$ cat src/rtl/mips_mc_pkg.sv
// Shared encodings for the multicycle MIPS controller: states, opcodes, functs,
// ULA operation codes and datapath mux selects.
package mips_mc_pkg;

    typedef enum logic [3:0] {
        FETCH    = 4'd0,
        DECODE   = 4'd1,
        MEMADR   = 4'd2,
        MEMREAD  = 4'd3,
        MEMWB    = 4'd4,
        MEMWRITE = 4'd5,
        EXECUTE  = 4'd6,
        ALUWB    = 4'd7,
        BRANCH   = 4'd8,
        ADDIEX   = 4'd9,
        ADDIWB   = 4'd10,
        JUMP     = 4'd11,
        JAL      = 4'd12,
        JR       = 4'd13
    } state_t;

    localparam logic [5:0] OP_RTYPE = 6'b000000;
    localparam logic [5:0] OP_LW    = 6'b100011;
    localparam logic [5:0] OP_SW    = 6'b101011;
    localparam logic [5:0] OP_BEQ   = 6'b000100;
    localparam logic [5:0] OP_ADDI  = 6'b001000;
    localparam logic [5:0] OP_J     = 6'b000010;
    localparam logic [5:0] OP_JAL   = 6'b000011;

    localparam logic [5:0] F_ADD = 6'b100000;
    localparam logic [5:0] F_SUB = 6'b100010;
    localparam logic [5:0] F_AND = 6'b100100;
    localparam logic [5:0] F_OR  = 6'b100101;
    localparam logic [5:0] F_NOR = 6'b100111;
    localparam logic [5:0] F_SLT = 6'b101010;
    localparam logic [5:0] F_JR  = 6'b001000;

    localparam logic [2:0] ULA_AND = 3'b000;
    localparam logic [2:0] ULA_OR  = 3'b001;
    localparam logic [2:0] ULA_ADD = 3'b010;
    localparam logic [2:0] ULA_NOR = 3'b011;
    localparam logic [2:0] ULA_SUB = 3'b110;
    localparam logic [2:0] ULA_SLT = 3'b111;

    localparam logic [1:0] RD_RT = 2'b00;
    localparam logic [1:0] RD_RD = 2'b01;
    localparam logic [1:0] RD_RA = 2'b10;

    localparam logic [1:0] M2R_ALU = 2'b00;
    localparam logic [1:0] M2R_MDR = 2'b01;
    localparam logic [1:0] M2R_PC  = 2'b10;

    localparam logic [1:0] SRCB_B      = 2'b00;
    localparam logic [1:0] SRCB_4      = 2'b01;
    localparam logic [1:0] SRCB_IMM    = 2'b10;
    localparam logic [1:0] SRCB_IMM_SH = 2'b11;

    localparam logic [1:0] PCS_ULA    = 2'b00;
    localparam logic [1:0] PCS_ALUOUT = 2'b01;
    localparam logic [1:0] PCS_JUMP   = 2'b10;
    localparam logic [1:0] PCS_A      = 2'b11;

endpackage

$ cat src/rtl/ula_funct_decoder.sv
// R-type funct to ULA operation decode; valid is low for any funct that is not
// an arithmetic/logic R-type (jr is routed separately by the controller).
module ula_funct_decoder
    import mips_mc_pkg::*;
(
    input  logic [5:0] funct,
    output logic [2:0] ula_control,
    output logic       valid
);

    always_comb begin
        ula_control = ULA_ADD;
        valid       = 1'b1;
        case (funct)
            F_ADD:   ula_control = ULA_ADD;
            F_SUB:   ula_control = ULA_SUB;
            F_AND:   ula_control = ULA_AND;
            F_OR:    ula_control = ULA_OR;
            F_NOR:   ula_control = ULA_NOR;
            F_SLT:   ula_control = ULA_SLT;
            default: valid = 1'b0;
        endcase
    end

endmodule

$ cat src/rtl/mips_multicycle_control.sv
// Moore FSM sequencing the multicycle MIPS datapath, with memory-ready stalls
// in FETCH, MEMREAD and MEMWRITE.
module mips_multicycle_control #(
    parameter int OPW = 6,
    parameter int FNW = 6
) (
    input  logic           clk,
    input  logic           rst_n,
    input  logic [OPW-1:0] op,
    input  logic [FNW-1:0] funct,
    input  logic           zero,
    input  logic           mem_ready,
    output logic           pc_en,
    output logic           pc_write,
    output logic           branch,
    output logic           ior_d,
    output logic           mem_write,
    output logic           ir_write,
    output logic [1:0]     reg_dst,
    output logic [1:0]     mem_to_reg,
    output logic           reg_write,
    output logic           ula_src_a,
    output logic [1:0]     ula_src_b,
    output logic [1:0]     pc_src,
    output logic [2:0]     ula_control,
    output logic           illegal,
    output logic [3:0]     state
);
    import mips_mc_pkg::*;

    state_t     state_q, state_d, dec_next;
    logic [5:0] op6, fn6;
    logic [2:0] dec_ula;
    logic       dec_valid, dec_legal;
    logic       pc_write_c, ir_write_c, reg_write_c, mem_write_c, illegal_c;

    assign op6 = 6'(op);
    assign fn6 = 6'(funct);

    ula_funct_decoder u_dec (
        .funct       (fn6),
        .ula_control (dec_ula),
        .valid       (dec_valid)
    );

    always_ff @(posedge clk or negedge rst_n) begin
        if (!rst_n) state_q <= FETCH;
        else        state_q <= state_d;
    end

    always_comb begin
        dec_next  = FETCH;
        dec_legal = 1'b1;
        if (op6 == OP_LW || op6 == OP_SW)          dec_next = MEMADR;
        else if (op6 == OP_RTYPE && dec_valid)     dec_next = EXECUTE;
        else if (op6 == OP_RTYPE && fn6 == F_JR)   dec_next = JR;
        else if (op6 == OP_BEQ)                    dec_next = BRANCH;
        else if (op6 == OP_ADDI)                   dec_next = ADDIEX;
        else if (op6 == OP_J)                      dec_next = JUMP;
        else if (op6 == OP_JAL)                    dec_next = JAL;
        else                                       dec_legal = 1'b0;
    end

    always_comb begin
        state_d = FETCH;
        case (state_q)
            FETCH:    state_d = mem_ready ? DECODE : FETCH;
            DECODE:   state_d = dec_next;
            MEMADR:   state_d = (op6 == OP_SW) ? MEMWRITE : MEMREAD;
            MEMREAD:  state_d = mem_ready ? MEMWB : MEMREAD;
            MEMWRITE: state_d = mem_ready ? FETCH : MEMWRITE;
            EXECUTE:  state_d = ALUWB;
            ADDIEX:   state_d = ADDIWB;
            default:  state_d = FETCH;
        endcase
    end

    always_comb begin
        pc_write_c  = 1'b0;
        ir_write_c  = 1'b0;
        reg_write_c = 1'b0;
        mem_write_c = 1'b0;
        illegal_c   = 1'b0;
        branch      = 1'b0;
        ior_d       = 1'b0;
        reg_dst     = RD_RT;
        mem_to_reg  = M2R_ALU;
        ula_src_a   = 1'b0;
        ula_src_b   = SRCB_B;
        pc_src      = PCS_ULA;
        ula_control = ULA_AND;
        case (state_q)
            FETCH: begin
                ula_src_b   = SRCB_4;
                ula_control = ULA_ADD;
                ir_write_c  = mem_ready;
                pc_write_c  = mem_ready;
            end
            DECODE: begin
                ula_src_b   = SRCB_IMM_SH;
                ula_control = ULA_ADD;
                illegal_c   = ~dec_legal;
            end
            MEMADR, ADDIEX: begin
                ula_src_a   = 1'b1;
                ula_src_b   = SRCB_IMM;
                ula_control = ULA_ADD;
            end
            MEMREAD:  ior_d = 1'b1;
            MEMWB: begin
                mem_to_reg  = M2R_MDR;
                reg_write_c = 1'b1;
            end
            MEMWRITE: begin
                ior_d       = 1'b1;
                mem_write_c = 1'b1;
            end
            EXECUTE: begin
                ula_src_a   = 1'b1;
                ula_control = dec_ula;
            end
            ALUWB: begin
                reg_dst     = RD_RD;
                reg_write_c = 1'b1;
            end
            BRANCH: begin
                ula_src_a   = 1'b1;
                ula_control = ULA_SUB;
                pc_src      = PCS_ALUOUT;
                branch      = 1'b1;
            end
            ADDIWB:   reg_write_c = 1'b1;
            JUMP: begin
                pc_src     = PCS_JUMP;
                pc_write_c = 1'b1;
            end
            JAL: begin
                pc_src      = PCS_JUMP;
                pc_write_c  = 1'b1;
                reg_dst     = RD_RA;
                mem_to_reg  = M2R_PC;
                reg_write_c = 1'b1;
            end
            JR: begin
                pc_src     = PCS_A;
                pc_write_c = 1'b1;
            end
            default: ;
        endcase
    end

    // Strobes are masked by rst_n so nothing writes while reset is held.
    assign pc_write  = pc_write_c & rst_n;
    assign ir_write  = ir_write_c & rst_n;
    assign reg_write = reg_write_c & rst_n;
    assign mem_write = mem_write_c & rst_n;
    assign illegal   = illegal_c & rst_n;
    assign pc_en     = (pc_write_c | (branch & zero)) & rst_n;
    assign state     = state_q;

endmodule

$ cat config.mk
export PLATFORM = sky130hd
export DESIGN_NAME = mips_multicycle_control
export DESIGN_NICKNAME = d
export VERILOG_FILES = /design/src/rtl/mips_mc_pkg.sv /design/src/rtl/ula_funct_decoder.sv /design/src/rtl/mips_multicycle_control.sv
export SDC_FILE = /design/constraint.sdc
export NUM_CORES = 1
export LEC_CHECK = 0
export ABC_AREA = 0
export CAP_MARGIN = 40
export CORE_MARGIN = 8
export CORE_UTILIZATION = 40
export DETAILED_ROUTE_END_ITERATION = 8
export PLACE_DENSITY = 0.86
export SYNTH_ARGS = -nofsm -noshare
export SYNTH_HDL_FRONTEND = slang
export SYNTH_HIERARCHICAL = 1
export SYNTH_SLANG_ARGS = --single-unit
$ cat constraint.sdc
create_clock -name clk -period 4.1 [get_ports clk]
set_input_delay 0.82 -clock clk [delete_from_list [all_inputs] [get_ports clk]]
set_output_delay 0.82 -clock clk [all_outputs]
set_load 0.05 [all_outputs]
==> results of run 1 <==
power by group:
group	internal, mW	leakage, nW	switching (mW)
Clock	0.0326	0.0138	0.0141
Sequential	0.0500	0.0537	0.0503
Combinational	0.163	0.361	0.280
Total	0.245	0.429	0.344
worst max-delay path, stage by stage:
cell and delay [ns]:
clkdlybuf4s50_1 0.54, nand2b_4 0.07, or4b_1 0.46, nand2_1 0.08, a21oi_1 0.08, clkdlybuf4s50_1 0.75
placed cells by master (no fill, tap or decap), types with 2 or more instances in the layout:
cell / count
nor2_1: 14
o211ai_1: 3
a21oi_1: 8
nor4b_1: 3
dfrtp_1: 4
nand2b_1: 6
nand2_1: 8
nand3_1: 3
o31ai_1: 2
a211oi_1: 2
inv_1: 4
nor3_1: 6
nor2b_1: 6
o21ai_0: 4
clkbuf_4: 3
o21a_1: 2
nand3b_1: 2
and3_1: 4
clkdlybuf4s50_1: 38
o31a_1: 2
per-layer routing:
| layer | vias to the layer above | share of wire, % | GRT usage (%) | wire length (um) |
|---|---|---|---|---|
| met4 | 0 | 0 | 2.99 | 0 |
| li1 | 492 | - | - | - |
| met3 | 0 | 5.4 | 2.12 | 126 |
| met2 | 29 | 51 | 24.3 | 1200 |
| met5 | - | 0 | 0 | 0 |
| met1 | 437 | 43 | 13.9 | 1020 |
final cells by class:
class | instances | area share (%)
Multi-Input combinational cell | 98 | 53.4
Timing Repair Buffer | 39 | 32.3
Sequential cell | 4 | 8.33
Tap cell | 27 | 2.81
Clock buffer | 3 | 1.88
Inverter | 4 | 1.25
metrics by stage:
stage / util (%) / instances / power (mW) / area, sq um
after global placement: 61.3 / 172 / 0.542 / 1180
final: 62.5 / 175 / 0.589 / 1200
after CTS: 62.5 / 175 / 0.594 / 1200
after detailed placement: 61.3 / 172 / 0.545 / 1180
after global routing: 62.5 / 175 / 0.632 / 1200
after floorplan: - / 113 / 0.410 / 803
logic make-up after synthesis:
logic type / Yosys count
flip-flops: 4
XOR/XNOR: 1
AO/OA/AOI/OAI: 31
multiplexers: 1
buffers and inverters: 11
AND/OR/NAND/NOR: 65
how the worst min path moves through the flow:
stage                        start        to  cells after the start
after detailed placement  state[0]  state[3]                      2
after global routing         rst_n  state[0]                      1
after CTS                 state[0]  state[3]                      2
after global placement    state[0]  state[3]                      2
final                     state[0]  state[3]                      2
after floorplan              rst_n  state[0]                      0
==> flow_summary.json, run 1 <==
{
  "wirelength_um": 2350,
  "portBuffers": 39,
  "io_pins": 40,
  "die_h_um": 60.8,
  "grt_pass1_wl_um": 3760,
  "slew_headroom_pct": 58.4,
  "ys_top_cells_by_area": "dfrtp_1 12%, nor2_1 6.5%, a21oi_1 5.0%",
  "drive_gt1_share_pct": 8.11,
  "fill_cells": 188,
  "fin_tns_setup_ns": 0,
  "ant_nets": 0,
  "nNetsFinal": 166,
  "die-area_sq_um": 3700,
  "antenna_found_initial": 0,
  "clk_pin_slew_ns": 0.04,
  "yosysSeqAreaShare_pct": 12.5,
  "dp_hpwl_um": 1930,
  "fin_hold_ws_ns": 0.831,
  "syn-num-nets": 129,
  "fmax_ghz": 0.277,
  "power_density_nw_per_um2": 491,
  "synth.most_common_cell": "nor2_1",
  "yosys.area_share.simple_pct": 50.3,
  "crit_fanout": 4,
  "clk-insertion-delay-late_ns": 0.23,
  "synth_area_per_cell_sq_um": 7.11,
  "seq_area_sq_um": 100,
  "post_cts_resized": 0,
  "crit_start": "funct[5]",
  "skew_ns": 0.00285,
  "start_util_pct": 41.8,
  "ir_drop_uv": 211,
  "syn2layout_area_growth_pct": 49.5,
  "viasPerCell": 5.47,
  "synth-compound-area-share_pct": 27.1,
  "synth.distinct_cells": 44,
  "crit_required_ns": 3.28,
  "synth-adder-area-share_pct": 0,
  "overflow": 0,
  "hold_buffers": 0,
  "first_pass_iters": 4,
  "tritoncts": "yes",
  "setup_ws_ns": 0.486,
  "grt_setup_unrepaired": "false",
  "synth_edf_count": 0,
  "startpoint_type": "primary input",
  "place.gp.congestion": 0.860,
  "r2r_cells": 4,
  "cellLeakagePower_nw": 0.429,
  "antenna_cells": 0,
  "synthFlopType": "dfrtp_1",
  "setup_viol": 0,
  "grt_pass1_vias": 862,
  "multiInputGateArea_sq_um": 642,
  "synth_cells": 113,
  "cts_sinks": 4,
  "die-width_um": 60.8,
  "num_rows": 16,
  "worst_pin_slew_ns": 0.624,
  "ctsLongestPathBuffers": 2,
  "arrival_ns": 2.79,
  "timing.rr.start": "state[2]",
  "finalHoldViolCount": 0,
  "yosysWarnings": 6,
  "yosysTopAreaCellShare_pct": 12.5,
  "r2r_end": "state[2]",
  "largest_reg_flops": 4,
  "drtIter0Drc": 13,
  "maxCapViolations": 0,
  "min_path_type": "flop to flop",
  "place_ws_ns": 0.480,
  "postCtsSetupBuffers": 0,
  "synth_top_cell_by_area": "dfrtp_1",
  "drc_errors": 0,
  "synthMuxAreaShare_pct": 1.40,
  "grtUsageTotal_pct": 12.7,
  "cp-end-kind": "primary output",
  "synth_top_family_by_area": "simple AND/OR/NAND/NOR gates",
  "worstSetupPathType": "primary input to primary output",
  "yosys-top-cells-count": "14 x nor2_1, 8 x a21oi_1, 8 x nand2_1",
  "cts_root_buffer": "clkbuf_4",
  "synth-seq-cells": 4,
  "num_vias": 958,
  "async_reset_ff_share_pct": 100,
  "endpoint": "ula_control[1]",
  "netlist_area_sq_um": 803,
  "wl_per_cell_um": 13.4,
  "final.min_clock_period_ns": 3.61,
  "cts_buffers": 3,
  "yosys.area_share.xor_xnor_pct": 1.09,
  "r2r_slack_ns": 2.54,
  "finalCritPeriodShare_pct": 88.1,
  "outcome": "completed",
  "h-tree-depth": 1,
  "finalMaxSlewViolations": 0,
  "grt_max_degree": 23,
  "coreArea_sq_um": 1920
}
(Power assumes the default switching activity.)
==> run 2: changes to the inputs <==
--- a/config.mk
+++ b/config.mk
@@ -7,10 +7,12 @@
 export LEC_CHECK = 0
 export ABC_AREA = 0
 export CAP_MARGIN = 40
+export CELL_PAD_IN_SITES_DETAIL_PLACEMENT = 0
+export CELL_PAD_IN_SITES_GLOBAL_PLACEMENT = 2
 export CORE_MARGIN = 8
-export CORE_UTILIZATION = 40
+export CORE_UTILIZATION = 22
 export DETAILED_ROUTE_END_ITERATION = 8
-export PLACE_DENSITY = 0.86
+export PLACE_DENSITY = 0.91
 export SYNTH_ARGS = -nofsm -noshare
 export SYNTH_HDL_FRONTEND = slang
 export SYNTH_HIERARCHICAL = 1
==> run 2 against run 1 <==
Effect of this change:
- worst setup slack gained 0.016 ns
- clock-buffer cell count is the same
- largest power group unchanged
- wire length grew 17%
- power grew 1.6%
- critical endpoint is now ula_control[2]
- highest routed layer is now met4
==> flow_summary.json, run 2 (synthesis gave the netlist of run 1 again) <==
{
  "wirelength_um": 2750,
  "slew_headroom_pct": 57.7,
  "clkPwrFrac_pct": 8.2,
  "met1_length_um": 1240,
  "place_inst": 193,
  "largest_reg_flops": 4,
  "clk_pin_slew_ns": 0.04,
  "layout_common_cells": "38 x clkdlybuf4s50_1, 14 x nor2_1, 8 x nand2_1, 8 x a21oi_1",
  "tritoncts": "yes",
  "power_density_nw_per_um2": 488,
  "antenna_cells": 0,
  "ir_drop_uv": 90.6,
  "final_common_cell": "clkdlybuf4s50_1",
  "critPathTopFamily": "buffers and inverters",
  "cellLeakagePower_nw": 0.429,
  "report.power.total_mw": 0.599,
  "skew_ns": 0.00168,
  "ctsLongestPathBuffers": 2,
  "grt_max_degree": 23,
  "combPwrFrac_pct": 74.6,
  "antenna_found_initial": 0,
  "final_cell_count_no_fill": 196,
  "seqPwrFrac_pct": 17.2,
  "fill_cells": 405,
  "min_path_type": "primary input to async pin",
  "r2r_cells": 4,
  "finalCritPeriodShare_pct": 87.8,
  "critPathBufInv": 2,
  "crit_fanout": 4,
  "startpoint_type": "primary input",
  "place.gp.congestion": 0.815,
  "wl_met3_um": 162,
  "crit_top_cell": "clkdlybuf4s50_1",
  "wl_met2_um": 1310,
  "place_ws_ns": 0.499,
  "post_cts_resized": 0,
  "portBuffers": 39,
  "drtIter0Drc": 90,
  "grtUsageTotal_pct": 9.34,
  "cts_buffers": 3,
  "clk-insertion-delay-late_ns": 0.23,
  "overflow": 0,
  "h-tree-depth": 1,
  "syn2layout_area_growth_pct": 52.8,
  "worstSetupPathType": "primary input to primary output",
  "cts_sinks": 4,
  "die-area_sq_um": 5840,
  "r2r_slack_ns": 2.55,
  "postCtsSetupBuffers": 0,
  "grt_pass1_wl_um": 4660,
  "wl_per_cell_um": 14.0,
  "coreArea_sq_um": 3580,
  "outcome": "completed",
  "slowest_delay_ns": 0.82,
  "start_util_pct": 22.4,
  "drive_gt1_share_pct": 8.11,
  "die_h_um": 76.4,
  "ant_nets": 0,
  "die-width_um": 76.4,
  "io_pins": 40,
  "dp_hpwl_um": 2220,
  "power_switching_mw": 0.353,
  "nNetsFinal": 166,
  "grt_pass1_vias": 931,
  "final.min_clock_period_ns": 3.60,
  "num_vias": 982,
  "dr.max_layer_used": "met4",
  "maxCapViolations": 0,
  "num_rows": 22,
  "path_depth": 6,
  "crit_required_ns": 3.28,
  "hold_buffers": 0,
  "crit_slowest_cell": "clkdlybuf4s50_1",
  "grt_setup_unrepaired": "false",
  "p_int_mw": 0.245,
  "fin_util_pct": 34.3,
  "cp-end-kind": "primary output",
  "finalHoldViolCount": 0,
  "cts_root_buffer": "clkbuf_4",
  "drc_errors": 0,
  "crit_chain": "clkdlybuf4s50_1, nand2b_4, nor4b_1, a31oi_1, nor2_1, clkdlybuf4s50_1",
  "fin_tns_setup_ns": 0,
  "arrival_ns": 2.78,
  "worst_pin_slew_ns": 0.635,
  "swShare_pct": 59.0,
  "setup_viol": 0,
  "viasPerCell": 5.01,
  "setup_ws_ns": 0.502,
  "fmax_ghz": 0.278,
  "first_pass_iters": 4,
  "finalMaxSlewViolations": 0
}
[run 2: final timing paths]
kind	startpoint	end
max reg2reg	state[0]	state[2]
max in group asynchronous	rst_n	state[0]
min	rst_n	state[1]
min in group clk	state[0]	state[3]
min reg2reg	state[0]	state[3]
max	funct[5]	ula_control[2]
[run 2: cell type report]
type | instances | area [sq um] | share of cell area (%)
multi-input combinational | 98 | 642 | 52.3
clock buffer | 3 | 22.5 | 1.83
tap | 48 | 60.1 | 4.89
inverter | 4 | 15.0 | 1.22
timing repair buffer | 39 | 388 | 31.6
sequential | 4 | 100 | 8.15
[run 2: layer usage]
| layer | global-route usage [%] | vias up |
|---|---|---|
| li1 | - | 489 |
| met1 | 11.4 | 451 |
| met2 | 14.9 | 38 |
| met3 | 2.48 | 4 |
| met4 | 4.04 | 0 |
| met5 | 0 | - |
[run 2: power by group through the flow]
stage / registers (mW) / clock network (mW) / logic [mW]
after floorplan: 0.107 / 0 / 0.302
after global placement: 0.101 / 0 / 0.446
after detailed placement: 0.105 / 0 / 0.450
after CTS: 0.104 / 0.0515 / 0.451
after global routing: 0.110 / 0.0556 / 0.478
final: 0.103 / 0.0490 / 0.447
[run 2: per-stage QoR]
step / area, sq um / hold slack (ns)
after CTS: 1230 / 0.851
final: 1230 / 0.852
after global placement: 1200 / 0.839
after floorplan: 803 / 0.524
after global routing: 1230 / 0.873
after detailed placement: 1200 / 0.867
[run 2: worst register-to-register path, stage by stage (launching register included)]
cell      delay (ns)
dfrtp_1         0.65
nor4b_4         0.33
nand3_1         0.11
a211o_1         0.26
o211ai_1        0.10
==> run 3: changes to the inputs <==
--- a/config.mk
+++ b/config.mk
@@ -7,12 +7,10 @@
 export LEC_CHECK = 0
 export ABC_AREA = 0
 export CAP_MARGIN = 40
-export CELL_PAD_IN_SITES_DETAIL_PLACEMENT = 0
-export CELL_PAD_IN_SITES_GLOBAL_PLACEMENT = 2
 export CORE_MARGIN = 8
-export CORE_UTILIZATION = 22
+export CORE_UTILIZATION = 40
 export DETAILED_ROUTE_END_ITERATION = 8
-export PLACE_DENSITY = 0.91
+export PLACE_DENSITY = 0.86
 export SYNTH_ARGS = -nofsm -noshare
 export SYNTH_HDL_FRONTEND = slang
 export SYNTH_HIERARCHICAL = 1
==> results of run 3 <==
Same layout as run 1: the final DEF is identical, and so are final timing and power.
